### config.mk
export PLATFORM = sky130hd
export DESIGN_NAME = phi_edge_buffer
export DESIGN_NICKNAME = d
export VERILOG_FILES = /design/src/rtl/phi_edge_buffer.sv
export SDC_FILE = /design/constraint.sdc
export NUM_CORES = 1
export LEC_CHECK = 0
export ABC_AREA = 1
export ABC_CLOCK_PERIOD_IN_PS = 4300
export BUFFER_PORTS_ARGS = -buffer_cell sky130_fd_sc_hd__buf_2
export CELL_PAD_IN_SITES_DETAIL_PLACEMENT = 0
export CELL_PAD_IN_SITES_GLOBAL_PLACEMENT = 2
export CORE_MARGIN = 1.5
export CORE_UTILIZATION = 36
export CTS_CLUSTER_SIZE = 20
export DETAILED_ROUTE_END_ITERATION = 8
export PLACE_DENSITY = 0.91
export SLEW_MARGIN = 10
export SYNTH_ARGS = -nofsm -noshare
export SYNTH_HDL_FRONTEND = slang
export SYNTH_SLANG_ARGS = --single-unit
### constraint.sdc
create_clock -name clk -period 4.3 [get_ports clk]
set_clock_uncertainty 0.2 [all_clocks]
set_input_delay 0.86 -clock clk [delete_from_list [all_inputs] [get_ports clk]]
set_output_delay 0.86 -clock clk [all_outputs]
set_load 0.02 [all_outputs]
### src/rtl/phi_edge_buffer.sv
// rtl/phi_edge_buffer.sv - first-word-fall-through edge buffer feeding a PHI incoming port
// Holds values from a control-flow edge; the head is presented as {valid, data}.
module phi_edge_buffer #(
  parameter int ParamBitWidth = 32,
  parameter int ParamDepth    = 2
) (
  input  logic                              clk,
  input  logic                              rst,
  input  logic                              edge_fire,
  input  logic [ParamBitWidth-1:0]          edge_value,
  output logic                              edge_ready,
  input  logic                              consume,
  output logic [ParamBitWidth:0]            out_tagged,
  output logic [$clog2(ParamDepth):0]       occupancy,
  output logic                              overflow,
  input  logic                              overflow_clear
);

  localparam int AW = $clog2(ParamDepth);
  localparam int CW = AW + 1;
  localparam logic [CW-1:0] DepthCount = CW'(ParamDepth);

  logic [ParamBitWidth-1:0] mem [ParamDepth];
  logic [AW-1:0]            wr_ptr;
  logic [AW-1:0]            rd_ptr;
  logic [CW-1:0]            count;
  logic [CW-1:0]            next_count;
  logic                     ready_q;
  logic                     started_q;
  logic                     overflow_q;
  logic                     push;
  logic                     pop;
  logic                     drop;

  // ready_q is registered, so a full buffer refuses pushes even while popping.
  assign push = edge_fire & ready_q;
  assign pop  = consume & (count != '0);
  // The very first edge after reset sees ready_q=0 by construction; that is not a real drop.
  assign drop = edge_fire & ~ready_q & started_q;

  always_comb begin
    next_count = count;
    if (push && !pop) begin
      next_count = count + 1'b1;
    end else if (pop && !push) begin
      next_count = count - 1'b1;
    end
  end

  always_ff @(posedge clk or posedge rst) begin
    if (rst) begin
      wr_ptr     <= '0;
      rd_ptr     <= '0;
      count      <= '0;
      ready_q    <= 1'b0;
      started_q  <= 1'b0;
      overflow_q <= 1'b0;
    end else begin
      if (push) begin
        wr_ptr <= wr_ptr + 1'b1;
      end
      if (pop) begin
        rd_ptr <= rd_ptr + 1'b1;
      end
      count     <= next_count;
      ready_q   <= (next_count < DepthCount);
      started_q <= 1'b1;
      if (drop) begin
        overflow_q <= 1'b1;
      end else if (overflow_clear) begin
        overflow_q <= 1'b0;
      end
    end
  end

  // Storage needs no reset: count gates visibility of every entry.
  always_ff @(posedge clk) begin
    if (push) begin
      mem[wr_ptr] <= edge_value;
    end
  end

  assign edge_ready = ready_q;
  assign occupancy  = count;
  assign overflow   = overflow_q;
  assign out_tagged = (count != '0) ? {1'b1, mem[rd_ptr]} : '0;

endmodule

==> metrics.md, run 1 <==
| Metric | Value |
|---|---|
| Status | `finished clean` |
| Share of layout cells above drive strength 1 | `30.6%` |
| # port buffers | `73` |
| Worst-skew pair later-pin latency | `0.33 ns` |
| Max Fanout on Critical Path | `34` |
| Post-route ant nets | `0` |
| Area growth syn-to-layout | `21.9%` |
| Post-synthesis adder-cell area fraction | `1.37%` |
| Pwr dens | `695 mW/mm^2` |
| Worst slack at placement | `1.30 ns` |
| Max-slew headroom | `34.4%` |
| Via count | `1765` |
| Logic gate share of total power | `40.2%` |
| Multi-input logic area | `562 sq um` |
| Sequential area share after synthesis | `76.3%` |
| Hold Buf Count CTS | `0` |
| Most frequent cells in the layout | `buf_2, nor2_1, edfxtp_1` |
| Number of vias per cell | `4.49` |
| Fillers | `681` |
| Initial antenna violation count | `0` |
| Initial DRC Count | `53` |
| Simple-Gate Fraction of Synth Area | `10.9%` |
| Final setup fails | `0` |
| Register share of total power | `41.3%` |
| Fin crit share | `76.6%` |
| Commonest non-fill, non-tap cell in the layout | `buf_2` |
| I/O Pins | `74` |
| Kind of critical path | `flip-flop to output port` |
| FF+latch count, synth | `71` |
| Post-DP HPWL | `3.05 mm` |
| Drt total wl | `5.20 mm` |
| Tot Pwr | `2.33 mW` |
| Hold Path Class | `input port to asynchronous set/reset pin` |
| Worst Path Arrival | `2.23 ns` |
| Post-CTS Setup Bufs | `0` |
| Final WS setup | `1.01 ns` |
| Pin count of the biggest net entering global routing | `35` |
| Fin. max-slew vios | `0` |
| Net Switching | `0.943 mW` |
| Worst Setup Start Kind | `flip-flop` |
| Net Count, Synth | `253` |
| Core area | `0.00733 sq mm` |
| Placer Congestion | `0.722` |
| Vias in the first global route | `1791` |
| CTS Buffer Depth | `2` |
| Synth unique cells | `16` |
| Reg-to-reg critical path startpoint | `occupancy[0]` |
| Worst path required time | `3.24 ns` |
| Clock-pin slew on the worst setup and hold paths | `0.07 ns` |
| Largest family of logic cells by synthesized area | `simple AND/OR/NAND/NOR gates` |
| CTS Buf Count | `9` |
| R2r endpoint | `occupancy[0]` |
| Clock power frac | `18.5%` |
| Hold Fails Final Rpt | `0` |
| Slew at the pin closest to its max-slew limit | `0.981 ns` |
| Top post-synthesis cells by area | `edfxtp_1, nor2_1, dfrtp_1` |
| Yosys top cell by area | `edfxtp_1` |
| Switching Share | `40.5%` |
| Overflow left after global routing | `0` |
| Nets@finish | `329` |
| Mapped Cells | `213` |
| R2R cell count | `8` |
| Int Pwr | `1.39 mW` |
| Max frequency | `0.304 GHz` |
| Post-synth top area share | `69.9%` |
| YS warnings | `0` |
| Compound-gate portion of the synthesized area | `6.83%` |
| CTS Sinks | `71` |
| Post-Syn Area | `0.00275 sq mm` |
| Die Y | `90.4 microns` |
| Leakage | `1.39 nW` |
| Die Area | `0.00817 sq mm` |
| Initial Util | `37.5%` |
| # DRC | `0` |
| Unrepaired setup endpoints after global routing | `false` |
| Row cnt | `31` |
| First-pass GRT wire length | `8.45 mm` |
| Post-route setup TNS | `0 ns` |
| CP startpoint | `occupancy[0]` |
| CTS tree | `yes` |
| Max VDD drop | `375 uV` |
| Worst Setup End Kind | `output port` |
| H-tree lvl count | `3` |
| XOR/XNOR share of the synthesized area | `0.637%` |
| Avg Cell Area, Syn | `12.9 sq um` |
| Post-synthesis mux area share | `0%` |
| PostCTS Resize Cnt | `0` |
| Clk root buf | `clkbuf_8` |
| Total GRT Usage | `13.6%` |
| WL per Instance | `13.2 microns` |
| TritonRoute pass-1 iters | `4` |
| Max-cap violations | `0` |
| ANT cells | `0` |
| Post-route minimum period | `3.29 ns` |
| Register area | `0.00210 sq mm` |
| Die W | `90.4 microns` |
| R2R setup slack | `1.83 ns` |
-- worst max-delay path by stage --
stage,end,cells after the start
final,out_tagged[1],6
after global routing,out_tagged[5],6
after CTS,out_tagged[1],6
after detailed placement,out_tagged[1],6
after global placement,out_tagged[1],6
after floorplan,mem[0][0],2
-- final cells by class --
cell class | instances | area share, %
flip-flops and latches | 71 | 62.6
multi-input cells | 122 | 16.8
repair buffers | 74 | 11.1
clock buffers | 10 | 3.81
well taps | 99 | 3.70
inverters | 11 | 1.23
clock inverters | 6 | 0.821
-- through the flow --
step / std cells / area [sq um] / hold slack, ns / utilization [%]
finish: 393 / 3350 / 0.249 / 45.7
global route: 393 / 3350 / 0.272 / 45.7
CTS: 393 / 3350 / 0.247 / 45.7
detailed placement: 377 / 3200 / 0.276 / 43.6
floorplan: 213 / 2750 / 0.259 / -
global placement: 377 / 3200 / 0.267 / 43.6
-- flip-flops by register name, summed over array words and instances (netlist names), named ones only --
| signal | flops |
|---|---|
| mem | 64 |
| edge_ready | 1 |
| occupancy | 1 |
| overflow | 1 |
| rd_ptr | 1 |
| started_q | 1 |
| wr_ptr | 1 |
-- per-layer routing --
metal  wire [microns]  GRT usage (%)
met4               57           5.16
met3              282           4.88
met2             2630           23.2
met1             2230           15.6
met5                0              0
-- cell usage after synthesis --
master and count:
dfrtp_1 7, buf_2 3, nor2_1 67, buf_6 3, inv_2 1, xor2_1 2, clkbuf_2 3, inv_1 10
nand2_1 11, o21bai_1 1, o21ai_0 34, edfxtp_1 64, a21oi_1 2, conb_1 1, ha_1 3, nand3b_1 1
-- logic make-up (layout without fill, tap and decap cells) --
group / count (synthesis) / after routing
DFF: 71 / 71
buffers and inverters: 20 / 101
AOI/OAI and AO/OA: 37 / 37
adders and majority gates: 3 / 3
xor gates and xnor gates: 2 / 2
and+or+nand+nor: 79 / 79
other: 1 / 1
-- power groups by stage --
stage / clock, mW / sequential [mW] / combinational (mW)
2_1_floorplan: 0 / 0.990 / 0.651
3_3_place_gp: 0 / 0.971 / 0.954
3_5_place_dp: 0 / 0.977 / 0.959
4_1_cts: 0.445 / 0.962 / 0.963
5_1_grt: 0.476 / 0.974 / 1.05
6_report: 0.430 / 0.961 / 0.937
-- worst max-delay path, stage by stage, from the launching register on --
cell and delay [ns]:
dfrtp_1 0.38, inv_1 0.05, ha_1 0.18, inv_1 0.69
o21ai_0 0.21, nor2_1 0.19, buf_2 0.19
(Power assumes the default switching activity.)
==> inputs of run 2 (changes only) <==
--- a/config.mk
+++ b/config.mk
@@ -6,15 +6,15 @@
 export NUM_CORES = 1
 export LEC_CHECK = 0
 export ABC_AREA = 1
-export ABC_CLOCK_PERIOD_IN_PS = 4300
+export ABC_CLOCK_PERIOD_IN_PS = 2800
 export BUFFER_PORTS_ARGS = -buffer_cell sky130_fd_sc_hd__buf_2
 export CELL_PAD_IN_SITES_DETAIL_PLACEMENT = 0
 export CELL_PAD_IN_SITES_GLOBAL_PLACEMENT = 2
 export CORE_MARGIN = 1.5
-export CORE_UTILIZATION = 36
+export CORE_UTILIZATION = 30
 export CTS_CLUSTER_SIZE = 20
 export DETAILED_ROUTE_END_ITERATION = 8
-export PLACE_DENSITY = 0.91
+export PLACE_DENSITY = 0.82
 export SLEW_MARGIN = 10
 export SYNTH_ARGS = -nofsm -noshare
 export SYNTH_HDL_FRONTEND = slang
==> constraint.sdc (replaced) <==
create_clock -name clk -period 2.8 [get_ports clk]
set_clock_uncertainty 0.2 [all_clocks]
set_input_delay 0.56 -clock clk [delete_from_list [all_inputs] [get_ports clk]]
set_output_delay 0.56 -clock clk [all_outputs]
set_load 0.02 [all_outputs]
==> metrics.md, run 2 (synthesis results as in run 1) <==
| Metric | Value |
|---|---|
| Tot Pwr | `3.68 mW (was 2.33 mW)` |
| Overflow left after global routing | `0 (unchanged)` |
| Initial DRC Count | `43 (was 53)` |
| Nets@finish | `335 (was 329)` |
| Die W | `98.7 microns (was 90.4 microns)` |
| Hold Crit Start | `edge_value[25]` |
| Reg-to-reg critical path startpoint | `occupancy[0] (unchanged)` |
| Hold path depth | `1` |
| Post-route minimum period | `2.49 ns` |
| H-tree lvl count | `3 (unchanged)` |
| CP startpoint | `occupancy[0] (unchanged)` |
| Total GRT Usage | `11.6% (was 13.6%)` |
| Core area | `0.00881 sq mm (was 0.00733 sq mm)` |
| Share of layout cells above drive strength 1 | `32.7% (was 30.6%)` |
| Max-cap violations | `0 (unchanged)` |
| CTS Buf Count | `9 (unchanged)` |
| # DRC | `6 (was 0)` |
| Worst slack at placement | `0.534 ns (was 1.30 ns)` |
| Layout Utilization | `39.1% (was 45.7%)` |
| Worst Setup Start Kind | `flip-flop (unchanged)` |
| Final hold slack | `0.203 ns (was 0.249 ns)` |
| First-pass GRT wire length | `8.32 mm (was 8.45 mm)` |
| Worst-skew pair later-pin latency | `0.33 ns (about the same)` |
| Worst Path Arrival | `1.73 ns (was 2.23 ns)` |
| Post-Place Cells | `391 (was 377)` |
| Drt total wl | `5.23 mm (was 5.20 mm)` |
| Initial Util | `31.2% (was 37.5%)` |
| Crit-path leading delay family | `buffers and inverters (unchanged)` |
| Kind of critical path | `flip-flop to output port (unchanged)` |
| Unrepaired setup endpoints after global routing | `false (unchanged)` |
| Post-DP HPWL | `3.48 mm (was 3.05 mm)` |
| Post-route setup TNS | `0 ns (unchanged)` |
| Max Fanout on Critical Path | `24 (was 34)` |
| Pin count of the biggest net entering global routing | `34 (was 35)` |
| Largest register FFs | `64 (unchanged)` |
| Most frequent cells in the layout | `buf_2, nor2_1, edfxtp_1 (unchanged)` |
| CTS Sinks | `71 (unchanged)` |
| Clock-pin slew on the worst setup and hold paths | `0.08 ns (was 0.07 ns)` |
| Post-Layout Cell Count | `408 (was 393)` |
| I/O Pins | `74 (unchanged)` |
| Max VDD drop | `353 uV (was 375 uV)` |
| Post-CTS Setup Bufs | `0 (unchanged)` |
| Worst path required time | `2.04 ns (was 3.24 ns)` |
| CP max stage cell | `dfrtp_1 (was inv_1)` |
| Fin. max-slew vios | `0 (unchanged)` |
| Max-slew headroom | `58.5% (was 34.4%)` |
| Max frequency | `0.402 GHz` |
| CTS tree | `yes (unchanged)` |
| Violated checks | `DRC` |
| Commonest non-fill, non-tap cell in the layout | `buf_2 (unchanged)` |
| Final WS setup | `0.313 ns (was 1.01 ns)` |
| Via count | `1755 (was 1765)` |
| Vias in the first global route | `1724 (was 1791)` |
| Placer Congestion | `0.784 (was 0.722)` |
| WP depth | `7 (was 6)` |
| Worst path max stage delay | `0.39 ns (was 0.69 ns)` |
| Area growth syn-to-layout | `25.4% (was 21.9%)` |
| Hold Path Class | `input port to flip-flop (was input port to asynchronous set/reset pin)` |
| CTS Buffer Depth | `2 (unchanged)` |
| CP Cell Sequence | `inv_1 > ha_1 > clkinvlp_4 > buf_12 > o21ai_0 > nor2_1 > buf_2 (was inv_1 > ha_1 > inv_1 > o21ai_0 > nor2_1 > buf_2)` |
| Post-DP Area | `0.00326 sq mm (was 0.00320 sq mm)` |
| Fin crit share | `88.8%` |
| Clk root buf | `clkbuf_8 (unchanged)` |
| Row cnt | `34 (was 31)` |
| WL per Instance | `12.8 microns (was 13.2 microns)` |
| Die Area | `0.00975 sq mm (was 0.00817 sq mm)` |
| Pwr dens | `1070 mW/mm^2 (was 695 mW/mm^2)` |
| Initial antenna violation count | `0 (unchanged)` |
| Top reg by flops | `mem (unchanged)` |
| Leakage | `1.41 nW (was 1.39 nW)` |
| Fillers | `854 (was 681)` |
| Post-route ant nets | `0 (unchanged)` |
| Die Y | `98.7 microns (was 90.4 microns)` |
| Hold Fails Final Rpt | `0 (unchanged)` |
| Worst Setup End Kind | `output port (unchanged)` |
| Final setup fails | `0 (unchanged)` |
| ANT cells | `0 (unchanged)` |
| TritonRoute pass-1 iters | `8 (was 4)` |
| Bufs and invs on worst path | `4 (was 3)` |
| Slew at the pin closest to its max-slew limit | `0.621 ns (was 0.981 ns)` |
| Final non-filler cell area | `0.00345 sq mm (was 0.00335 sq mm)` |
| Number of vias per cell | `4.30 (was 4.49)` |
| # port buffers | `73 (unchanged)` |
| Status | `complete, but fails checks (was finished clean)` |
| R2R cell count | `10 (was 8)` |
run 2: cell types whose count changed in the layout (fill, tap and decap cells not counted), sizes merged:
| cell | before | now |
|---|---|---|
| clkinv | 6 | 3 |
| dlygate4sd3 | 0 | 1 |
| buf | 74 | 79 |
| clkinvlp | 0 | 3 |
run 2: per-layer routing:
layer	GRT usage [%]	wire [microns]
met3	4.96	347
met1	12.8	2220
met2	20.1	2620
met5	0	0
met4	4.29	43
run 2: final timing paths:
check	endpoint	slack, ns
max	out_tagged[23]	0.31
min	mem[1][25]	0.20
max reg2reg	flip-flop	0.91
min reg2reg	overflow	0.29
max in group asynchronous	occupancy[0]	1.65
min in group asynchronous	wr_ptr	0.52
run 2: power by group:
| group | switching, mW | internal [mW] |
|---|---|---|
| Sequential | 0.0619 | 1.41 |
| Clock | 0.380 | 0.326 |
| Combinational | 1.04 | 0.460 |
| Total | 1.48 | 2.20 |
run 2: timing repair:
item                       CTS  global route
gates resized for setup      0             1
hold endpoints to repair     7             0
hold buffers                 1             0
setup endpoints to repair    0             1
run 2: final cells by class:
type / instances / area [sq um] / share of cell area [%]
Sequential cell: 71 / 2100 / 60.9
Multi-Input combinational cell: 122 / 562 / 16.3
Timing Repair Buffer: 80 / 433 / 12.6
Tap cell: 108 / 135 / 3.92
Clock buffer: 10 / 128 / 3.70
Clock inverter: 6 / 46.3 / 1.34
Inverter: 11 / 45.0 / 1.31
==> inputs of run 3 (changes only) <==
--- a/config.mk
+++ b/config.mk
@@ -11,10 +11,11 @@
 export CELL_PAD_IN_SITES_DETAIL_PLACEMENT = 0
 export CELL_PAD_IN_SITES_GLOBAL_PLACEMENT = 2
 export CORE_MARGIN = 1.5
-export CORE_UTILIZATION = 30
+export CORE_UTILIZATION = 32
+export CTS_BUF_LIST = sky130_fd_sc_hd__clkbuf_8
 export CTS_CLUSTER_SIZE = 20
 export DETAILED_ROUTE_END_ITERATION = 8
-export PLACE_DENSITY = 0.82
+export PLACE_DENSITY = 0.86
 export SLEW_MARGIN = 10
 export SYNTH_ARGS = -nofsm -noshare
 export SYNTH_HDL_FRONTEND = slang
==> metrics.md, run 3 (synthesis results as in run 1) <==
| Metric | Value |
|---|---|
| Status | `finished clean (was complete, but fails checks)` |
| Fin. max-slew vios | `0 (unchanged)` |
| Worst Setup End Kind | `output port (unchanged)` |
| Post-route ant nets | `0 (unchanged)` |
| WL per Instance | `13.2 microns (was 12.8 microns)` |
| Unrepaired setup endpoints after global routing | `false (unchanged)` |
| Vias in the first global route | `1628 (was 1724)` |
| Pwr dens | `1060 mW/mm^2 (was 1070 mW/mm^2)` |
| CTS Sinks | `71 (unchanged)` |
| Worst path required time | `2.04 ns (about the same)` |
| # DRC | `0 (was 6)` |
| Row cnt | `33 (was 34)` |
| Gr busiest metal | `met2 (unchanged)` |
| Pin count of the biggest net entering global routing | `34 (unchanged)` |
| Post-CTS Setup Bufs | `0 (unchanged)` |
| Initial antenna violation count | `0 (unchanged)` |
| Post-Place Cells | `387 (was 391)` |
| Clk root buf | `clkbuf_8 (unchanged)` |
| Largest register FFs | `64 (unchanged)` |
| Worst Path Arrival | `1.79 ns (was 1.73 ns)` |
| CTS tree | `yes (unchanged)` |
| Via count | `1759 (was 1755)` |
| Fillers | `817 (was 854)` |
| CTS Buffer Depth | `2 (unchanged)` |
| I/O Pins | `74 (unchanged)` |
| Die W | `95.7 microns (was 98.7 microns)` |
| Worst path max stage delay | `0.38 ns (was 0.39 ns)` |
| Kind of critical path | `flip-flop to output port (unchanged)` |
| Overflow left after global routing | `0 (unchanged)` |
| Max-cap violations | `0 (unchanged)` |
| First-pass GRT wire length | `8.05 mm (was 8.32 mm)` |
| Die Area | `0.00916 sq mm (was 0.00975 sq mm)` |
| Most frequent cells in the layout | `buf_2, nor2_1, edfxtp_1 (unchanged)` |
| Hold Path Class | `input port to flip-flop (unchanged)` |
| Initial Util | `33.3% (was 31.2%)` |
| Share of layout cells above drive strength 1 | `31.4% (was 32.7%)` |
| Slew at the pin closest to its max-slew limit | `0.600 ns (was 0.621 ns)` |
| Drt total wl | `5.32 mm (was 5.23 mm)` |
| Top reg by flops | `mem (unchanged)` |
| Final non-filler cell area | `0.00342 sq mm (was 0.00345 sq mm)` |
| Global routing met1 resource utilization | `14.6% (was 12.8%)` |
| Initial DRC Count | `56 (was 43)` |
| Final setup fails | `0 (unchanged)` |
| Placer Congestion | `0.640 (was 0.784)` |
| Post-DP HPWL | `3.50 mm (was 3.48 mm)` |
| Post-route minimum period | `2.55 ns (was 2.49 ns)` |
| Fin crit share | `91.2% (was 88.8%)` |
| Clock-pin slew on the worst setup and hold paths | `0.08 ns (about the same)` |
| Max Fanout on Critical Path | `19 (was 24)` |
| Max-slew headroom | `59.9% (was 58.5%)` |
| Area growth syn-to-layout | `24.4% (was 25.4%)` |
| Max frequency | `0.391 GHz (was 0.402 GHz)` |
| TritonRoute pass-1 iters | `4 (was 8)` |
| Tot Pwr | `3.62 mW (was 3.68 mW)` |
| Max VDD drop | `309 uV (was 353 uV)` |
| Met3 Resource Use GR | `3.51% (was 4.96%)` |
| Crit-path leading delay family | `buffers and inverters (unchanged)` |
| CP max stage cell | `dfrtp_1 (unchanged)` |
| ANT cells | `0 (unchanged)` |
| CP Cell Sequence | `inv_1 > ha_1 > clkinvlp_4 > buf_6 > o21ai_0 > nor2_1 > buf_2 (was inv_1 > ha_1 > clkinvlp_4 > buf_12 > o21ai_0 > nor2_1 > buf_2)` |
| Number of vias per cell | `4.35 (was 4.30)` |
| CTS Buf Count | `9 (unchanged)` |
| Nets@finish | `334 (was 335)` |
| GR Layer Usage met2 | `20.8% (was 20.1%)` |
| # port buffers | `73 (unchanged)` |
| Commonest non-fill, non-tap cell in the layout | `buf_2 (unchanged)` |
| Post-route setup TNS | `0 ns (unchanged)` |
| Post-Layout Cell Count | `404 (was 408)` |
| H-tree lvl count | `3 (unchanged)` |
| Worst-skew pair later-pin latency | `0.33 ns (about the same)` |
| Hold Fails Final Rpt | `0 (unchanged)` |
| Worst Setup Start Kind | `flip-flop (unchanged)` |
| Post-DP Area | `0.00325 sq mm (was 0.00326 sq mm)` |
| Total GRT Usage | `12.4% (was 11.6%)` |
| Core area | `0.00826 sq mm (was 0.00881 sq mm)` |
| Leakage | `1.41 nW (about the same)` |
| Bufs and invs on worst path | `4 (unchanged)` |
| Die Y | `95.7 microns (was 98.7 microns)` |
-- run 3: report_power, final --
part | switching, mW | internal, mW | total, mW
Combinational | 1.04 | 0.450 | 1.49
Sequential | 0.0596 | 1.41 | 1.47
Clock | 0.350 | 0.306 | 0.656
Total | 1.45 | 2.17 | 3.62
-- run 3: final timing paths --
check,cells after the start,start,slack [ns],end
setup / recovery,7,occupancy[0],0.25,out_tagged[29]
hold / removal,1,edge_value[2],0.21,mem[1][2]
setup reg to reg,8,occupancy[0],0.84,occupancy[0]
min in group asynchronous,3,rst,0.51,overflow
max in group asynchronous,3,rst,1.66,occupancy[0]
hold reg to reg,2,started_q,0.30,overflow
-- run 3: cell type report --
class | instances | area (sq um) | area share [%]
multi-input combinational | 122 | 562 | 16.4
clock inverter | 7 | 32.5 | 0.951
timing repair buffer | 79 | 429 | 12.5
tap | 105 | 131 | 3.84
sequential | 71 | 2100 | 61.3
clock buffer | 9 | 124 | 3.62
inverter | 11 | 45.0 | 1.32
-- run 3: repair_timing --
action / in CTS / in global routing
hold endpoints to repair: 7 / 0
hold buffers: 1 / 0
gates resized for setup: 0 / 2
endpoints found under the setup margin: 0 / 18
-- run 3: stage by stage --
stage	hold WS [ns]	worst slack, ns	utilization, %
6_report	0.211	0.245	41.4
3_3_place_gp	0.270	0.406	39.3
2_1_floorplan	0.163	0.127	-
3_5_place_dp	0.288	0.391	39.3
4_1_cts	0.190	0.0144	41.3
5_1_grt	0.179	0.0726	41.4
-- run 3: routing by layer --
metal / wire (microns) / vias to the layer above
li1: - / 891
met1: 2380 / 818
met2: 2600 / 44
met3: 282 / 6
met4: 59 / 0
met5: 0 / -
